$ cat src/rtl/nanorv32_rf_ctx_seq.sv
// Context save/restore sequencer: streams regfile registers REG_FIRST..REG_LAST
// to a memory frame on interrupt entry, and back through the second write port on exit.
module nanorv32_rf_ctx_seq #(
    parameter int unsigned REG_FIRST = 1,
    parameter int unsigned REG_LAST  = 15
) (
    input  logic        clk,
    input  logic        rst,
    input  logic        save_req,
    input  logic        restore_req,
    input  logic [31:0] frame_base,
    output logic        busy,
    output logic        done,
    output logic        core_stall,
    output logic [4:0]  rf_sel_porta,
    input  logic [31:0] rf_porta,
    output logic [4:0]  rf_sel_rd2,
    output logic [31:0] rf_rd2,
    output logic        rf_write_rd2,
    output logic        mem_req,
    output logic        mem_we,
    output logic [31:0] mem_addr,
    output logic [31:0] mem_wdata,
    input  logic        mem_ready,
    input  logic [31:0] mem_rdata
);

    localparam logic [2:0] ST_IDLE  = 3'd0;
    localparam logic [2:0] ST_SAVE  = 3'd1;
    localparam logic [2:0] ST_RLOAD = 3'd2;
    localparam logic [2:0] ST_RWB   = 3'd3;
    localparam logic [2:0] ST_DONE  = 3'd4;

    localparam logic [4:0] IDX_FIRST = 5'(REG_FIRST);
    localparam logic [4:0] IDX_LAST  = 5'(REG_LAST);

    logic [2:0]  state_q, state_d;
    logic [4:0]  idx_q, idx_d;
    logic [31:0] base_q, base_d;
    logic [31:0] buf_q, buf_d;

    logic [4:0]  idxOffset;
    logic [31:0] frameAddr;
    logic        lastIdx;

    // Frame slot address; the sum is allowed to wrap past 2^32.
    assign idxOffset = idx_q - IDX_FIRST;
    assign frameAddr = base_q + {25'd0, idxOffset, 2'b00};
    assign lastIdx   = (idx_q == IDX_LAST);

    always_comb begin
        state_d = state_q;
        idx_d   = idx_q;
        base_d  = base_q;
        buf_d   = buf_q;
        case (state_q)
            ST_IDLE: begin
                // Save wins a tie; the losing request is simply dropped.
                if (save_req) begin
                    base_d  = frame_base & 32'hFFFF_FFFC;
                    idx_d   = IDX_FIRST;
                    state_d = ST_SAVE;
                end else if (restore_req) begin
                    base_d  = frame_base & 32'hFFFF_FFFC;
                    idx_d   = IDX_FIRST;
                    state_d = ST_RLOAD;
                end
            end
            ST_SAVE: begin
                if (mem_ready) begin
                    if (lastIdx) begin
                        state_d = ST_DONE;
                    end else begin
                        idx_d = idx_q + 5'd1;
                    end
                end
            end
            ST_RLOAD: begin
                if (mem_ready) begin
                    buf_d   = mem_rdata;
                    state_d = ST_RWB;
                end
            end
            ST_RWB: begin
                if (lastIdx) begin
                    state_d = ST_DONE;
                end else begin
                    idx_d   = idx_q + 5'd1;
                    state_d = ST_RLOAD;
                end
            end
            ST_DONE: state_d = ST_IDLE;
            default: state_d = ST_IDLE;
        endcase
    end

    always_ff @(posedge clk) begin
        if (rst) begin
            state_q <= ST_IDLE;
            idx_q   <= 5'd0;
            base_q  <= 32'd0;
            buf_q   <= 32'd0;
        end else begin
            state_q <= state_d;
            idx_q   <= idx_d;
            base_q  <= base_d;
            buf_q   <= buf_d;
        end
    end

    // All outputs decode from registered state only, so reset forces them to 0.
    always_comb begin
        rf_sel_porta = 5'd0;
        rf_sel_rd2   = 5'd0;
        rf_rd2       = 32'd0;
        rf_write_rd2 = 1'b0;
        mem_req      = 1'b0;
        mem_we       = 1'b0;
        mem_addr     = 32'd0;
        mem_wdata    = 32'd0;
        done         = 1'b0;
        case (state_q)
            ST_SAVE: begin
                rf_sel_porta = idx_q;
                mem_req      = 1'b1;
                mem_we       = 1'b1;
                mem_addr     = frameAddr;
                mem_wdata    = rf_porta;
            end
            ST_RLOAD: begin
                mem_req  = 1'b1;
                mem_addr = frameAddr;
            end
            ST_RWB: begin
                rf_sel_rd2   = idx_q;
                rf_rd2       = buf_q;
                rf_write_rd2 = 1'b1;
            end
            ST_DONE: done = 1'b1;
            default: ;
        endcase
    end

    assign busy       = (state_q != ST_IDLE);
    assign core_stall = busy;

endmodule
$ cat config.mk
export PLATFORM = sky130hd
export DESIGN_NAME = nanorv32_rf_ctx_seq
export DESIGN_NICKNAME = d
export VERILOG_FILES = /design/src/rtl/nanorv32_rf_ctx_seq.sv
export SDC_FILE = /design/constraint.sdc
export NUM_CORES = 1
export LEC_CHECK = 0
export CAP_MARGIN = 10
export CELL_PAD_IN_SITES_DETAIL_PLACEMENT = 1
export CELL_PAD_IN_SITES_GLOBAL_PLACEMENT = 1
export CORE_MARGIN = 4
export CORE_UTILIZATION = 27
export DETAILED_ROUTE_END_ITERATION = 8
export PLACE_DENSITY_LB_ADDON = 0.1
export SLEW_MARGIN = 20
export SYNTH_ARGS = -nofsm -noshare
export SYNTH_HDL_FRONTEND = slang
export SYNTH_SLANG_ARGS = --single-unit
$ cat constraint.sdc
create_clock -name clk -period 4.45 [get_ports clk]
set_input_delay 1.1125 -clock clk [delete_from_list [all_inputs] [get_ports clk]]
set_output_delay 1.1125 -clock clk [all_outputs]
set_load 0.05 [all_outputs]
* Word level (Yosys, flattened, before mapping)
Cells that the tools add are included.
** Word-level totals
- Flip-flop bits (word level) :: 72
- Bits of input ports :: 101
- Output and inout port bits :: 112
- Logic and storage cells :: 48
** Operators by class
- Add/subtract/negate cells :: 3
- Equality and inequality tests :: 9
- Muxes and demuxes :: 23
- Reductions and logical operators :: 9
** Operator list (number)
- 2-to-1 mux 32 bit :: 5
- adder 32 x 7 -> 32 bit :: 1
- 2-to-1 mux 5 bit :: 6
- 2-to-1 mux 3 bit :: 6
- one-hot mux 5 bit (3 select lines) :: 1
- one-hot mux 3 bit (4 select lines) :: 1
- == test 3 x 2 -> 1 bit (second input constant) :: 2
- inequality test 2 bit (second input constant) :: 3
- nonzero test 3 bit :: 2
- adder 5 x 1 -> 5 bit (second input constant) :: 1
- == test 5 x 4 -> 1 bit (second input constant) :: 1
- subtractor 5 x 1 -> 5 bit (second input constant) :: 1
- 2-to-1 mux 1 bit :: 4
- AND reduction 2 bit :: 2
- AND reduction 4 bit :: 1
- == test 3 x 1 -> 1 bit (second input constant) :: 1
- == test 3 bit (second input constant) :: 1
- zero test 3 bit :: 1
- inequality test 3 bit (second input constant) :: 1
- AND reduction 3 bit :: 1
- nonzero test 2 bit :: 1
- OR reduction 2 bit :: 1

* Depth between registers and ports, before layout
- Depth after elaboration :: 4
- Depth in mapped cells :: 12
- Gate-level depth less buffers :: 9

* Worst setup path after synthesis
OpenSTA, ideal clock, no wires.
- Path type :: register to output
- Start point :: register idx_q[0]
- End point :: output port mem_addr[22]
- Arrival time :: 3.175 ns
- Required time :: 3.338 ns
- Path slack :: 0.162 ns
- Stages on the path, launching flop included :: 11
- Buffers on the path :: 1
- Path through :: dfxtp_1 -> inv_1 -> ha_1 -> nand2_1 -> xnor2_1 -> ha_1 -> o211ai_4 -> or4_4 -> buf_6 -> or4_1 -> a21oi_1
** Between the ends
- Word-level cells in the longest chain between the ends :: 3
** RTL lines
- start: declaration :: line 38 : logic [4:0] idx_q, idx_d;
- start signal: assignment :: line 105 : idx_q <= idx_d;
- subtractor 5 x 1 -> 5 bit :: line 47 : assign idxOffset = idx_q - IDX_FIRST;
- adder 32 x 7 -> 32 bit :: line 48 : assign frameAddr = base_q + {25'd0, idxOffset, 2'b00};
- 2-to-1 mux 32 bit :: line 122 : case (state_q)
- end: declaration :: line 22 : output logic [31:0] mem_addr,
Every way passes these cells.

* Worst setup path after layout
- Start point :: register idx_q[0]
- End point :: output port mem_addr[24]
Same word-level chain as after synthesis.

==> impl_metrics.ini <==
[outcome]
status = finished, final reports clean

[synth]
ys.flop_type = dfxtp_1
async_flop_share_pct = 0
syn_inst = 583
seq_area_frac_synth_pct = 33.3
synth_top_area_cell = dfxtp_1
synthTopCellsByArea = dfxtp_1, nand2_1, and2_1
synth_common_cells = nand2_1, a21oi_1, and2_1, dfxtp_1, clkbuf_1
synth-edff-count = 0
ys_ff_latch = 70
synth_most_common_cell = nand2_1
syn-mean-instance-area_sq_um = 7.22
syn_area_sq_mm = 0.00421
synth.top_cell.area_share_pct = 33.3
synth.distinct_cells = 48
yosys_warnings = 0

[sta]
slew_headroom_pct = 28.4
tightest_slew_ps = 1070
setup_violations = 0
period_minus_slack_ps = 4260
final-max-slew-violation-count = 0
holdWs_ps = 450
hold_violations = 0
fmax_mhz = 235
clock_skew_ps = 5.59
rsz0062_at_grt = no
fin_crit_sh_pct = 95.7
fin_tns_setup_ps = 0

[floorplan]
dieHeight_microns = 133
dieArea_sq_mm = 0.0177
core_area_sq_mm = 0.0153
placementRows = 45
start_util_pct = 27.6
die_width_microns = 133
ios = 213

[detailed_routing]
vias = 4746
first_pass_iters = 4
postRouteAntennaNets = 0
first_iter_violations = 196
vias_per_cell = 4.81
drc_errors = 0
wl_microns = 16300
routedWlPerCell_microns = 16.6

[finish]
areaGrowthSynthToFinish_pct = 63.5
fin_nets = 882
diodes = 0
drive_above_1_share_pct = 10.1
fill_cells = 1834
final-instance-count-excl-fill = 987

[grt]
grt_pass1_wl_microns = 26100
grt_antenna_before_repair = 0
grt_usage_pct = 18.1
grt_overflow = 0
grt_pass1_vias = 5106
grt_max_degree = 53

[worst_setup_path]
reg2reg_slack_ps = 2410
rr_endpoint = idx_q[1]$_SDFFE_PP0P_
crit_required_ps = 3340
crit_path_end_kind = output pin
cp-start-kind = flip-flop
cp.buffers_inverters = 2
setup.worst_path.class = reg -> out
reg2regPathDepth = 6
arrival_ps = 3140
crit_family = simple AND/OR/NAND/NOR gates
slowest_delay_ps = 540
cp_max_fo = 7
r2r_start = idx_q[0]$_SDFFE_PP0P_
critPathSlowestCell = or4_4
cp_cell_sequence = inv_1, ha_1, nand2_1, xnor2_1, ha_2, o211ai_4, or4_4, or4_1, a21oi_2, buf_12

[cts]
insertion_delay_ps = 340
clockRootBuffer = clkbuf_16
h-tree-depth = 3
cts_hold_buffers = 0
clk_path_buf_depth = 2
cts_buffers = 9
cts.clk_slew.worst_paths_ps = 60
cts_tree = built
cts_sinks = 70

[power_and_ir_drop]
power_density_mw_per_mm2 = 306
leakagePower_nw = 2.53
irDropWorstVdd_uv = 172

[worst_hold_path]
hold_start = buf_q[3]$_SDFFE_PP0P_
min_path_type = reg -> reg
min_path_cells = 2
hold_end = buf_q[3]$_SDFFE_PP0P_

[placed_design]
dp_hpwl_microns = 11800
dp.cells = 966
gp_congestion = 0.772
io_buffer_count = 208

[flow_run]
maxCapViolations = 0
==> how the worst max path moves through the flow <==
stage | start | endpoint | slack [ps] | cells after the start
2_1_floorplan | idx_q[0]$_SDFFE_PP0P_ | mem_addr[22] | 160 | 10
3_3_place_gp | idx_q[0]$_SDFFE_PP0P_ | mem_addr[24] | 300 | 10
3_5_place_dp | idx_q[0]$_SDFFE_PP0P_ | mem_addr[24] | 230 | 10
4_1_cts | idx_q[1]$_SDFFE_PP0P_ | mem_addr[24] | 40 | 10
5_1_grt | idx_q[0]$_SDFFE_PP0P_ | mem_addr[22] | 1 | 10
6_report | idx_q[0]$_SDFFE_PP0P_ | mem_addr[24] | 190 | 10
==> per-layer routing <==
layer  global-route usage, %  part of all wire [%]  up-vias
met1                    19.5                    39     2277
li1                        -                     -     2348
met3                    7.49                   7.6       17
met5                       0                     0        -
met4                    5.20                   1.5        0
met2                    32.6                    52      104
==> cell families after synthesis <==
group                      after synthesis  synth area share, %
other                                    1               0.0890
and+or+nand+nor                        306                 36.6
buffers and inverters                   60                 6.98
adders and majority gates               10                 3.15
DFF                                     70                 33.3
AOI/OAI and AO/OA                      122                 16.8
muxes                                    6                 1.46
xor gates and xnor gates                 8                 1.66
==> placed cells by master (no fill, tap or decap), types with 2 or more instances in the layout <==
cell	synthesis	routed
o311ai_0	2	2
dfxtp_2	0	2
and4_1	4	4
xnor2_1	3	3
buf_4	4	24
or4_2	1	2
inv_1	12	12
ha_1	9	8
conb_1	1	2
mux2i_1	5	5
or4_1	13	13
nand3_1	9	9
or2_2	3	3
a21oi_2	0	3
nand2_1	141	141
nor3_1	11	11
or3_1	7	7
nand4_1	6	6
a21oi_1	84	81
nor2_1	16	15
and3_1	7	7
o31ai_1	13	13
clkinv_4	0	2
and2_1	74	74
xor2_1	5	5
dfxtp_1	70	68
clkbuf_16	0	9
or3_2	3	3
clkdlybuf4s50_1	0	181
o21ai_0	10	10
nor4_1	5	4
dlygate4sd2_1	0	2
o21a_1	4	4
buf_12	0	15
==> metrics by stage <==
step           setup slack (ps)  area [sq um]  total power (W)  util, %
6_report                    193          6890          0.00211     45.1
4_1_cts                    43.1          6840          0.00213     44.8
5_1_grt                    1.16          6890          0.00221     45.1
2_1_floorplan               162          4220          0.00111        -
3_3_place_gp                297          6520          0.00136     42.7
3_5_place_dp                231          6520          0.00137     42.7
==> what timing repair did <==
action	in CTS	in global routing
cloned	0	1
gates resized for setup	6	4
setup endpoints to repair	14	13
buffers inserted	1	3
pin swaps	1	4
==> worst min-delay path: stages, from the launching register on <==
cell and delay [ps]:
dfxtp_1 300, nand2_1 50, a21oi_1 50
==> registers in the layout, indices dropped and copies added, names as in the netlist <==
| register | cells |
|---|---|
| idx_q | 5 |
| base_q | 30 |
| state_q | 3 |
| buf_q | 32 |
==> area by class of cell <==
| type | instances | area (sq um) | share of cell area (%) |
|---|---|---|---|
| Sequential cell | 70 | 1400 | 20.4 |
| Timing Repair Buffer | 223 | 2310 | 33.6 |
| Multi-Input combinational cell | 455 | 2550 | 37.0 |
| Clock inverter | 6 | 68.8 | 0.999 |
| Inverter | 12 | 45.0 | 0.654 |
| Tap cell | 211 | 264 | 3.83 |
| Clock buffer | 10 | 239 | 3.47 |
==> power breakdown <==
part	internal, W	total [W]	leakage [nW]	switching, W
Sequential	0.000659	0.000695	0.572	0.0000355
Combinational	0.000263	0.000665	1.81	0.000402
Clock	0.000452	0.000750	0.149	0.000298
(Power assumes the default switching activity.)
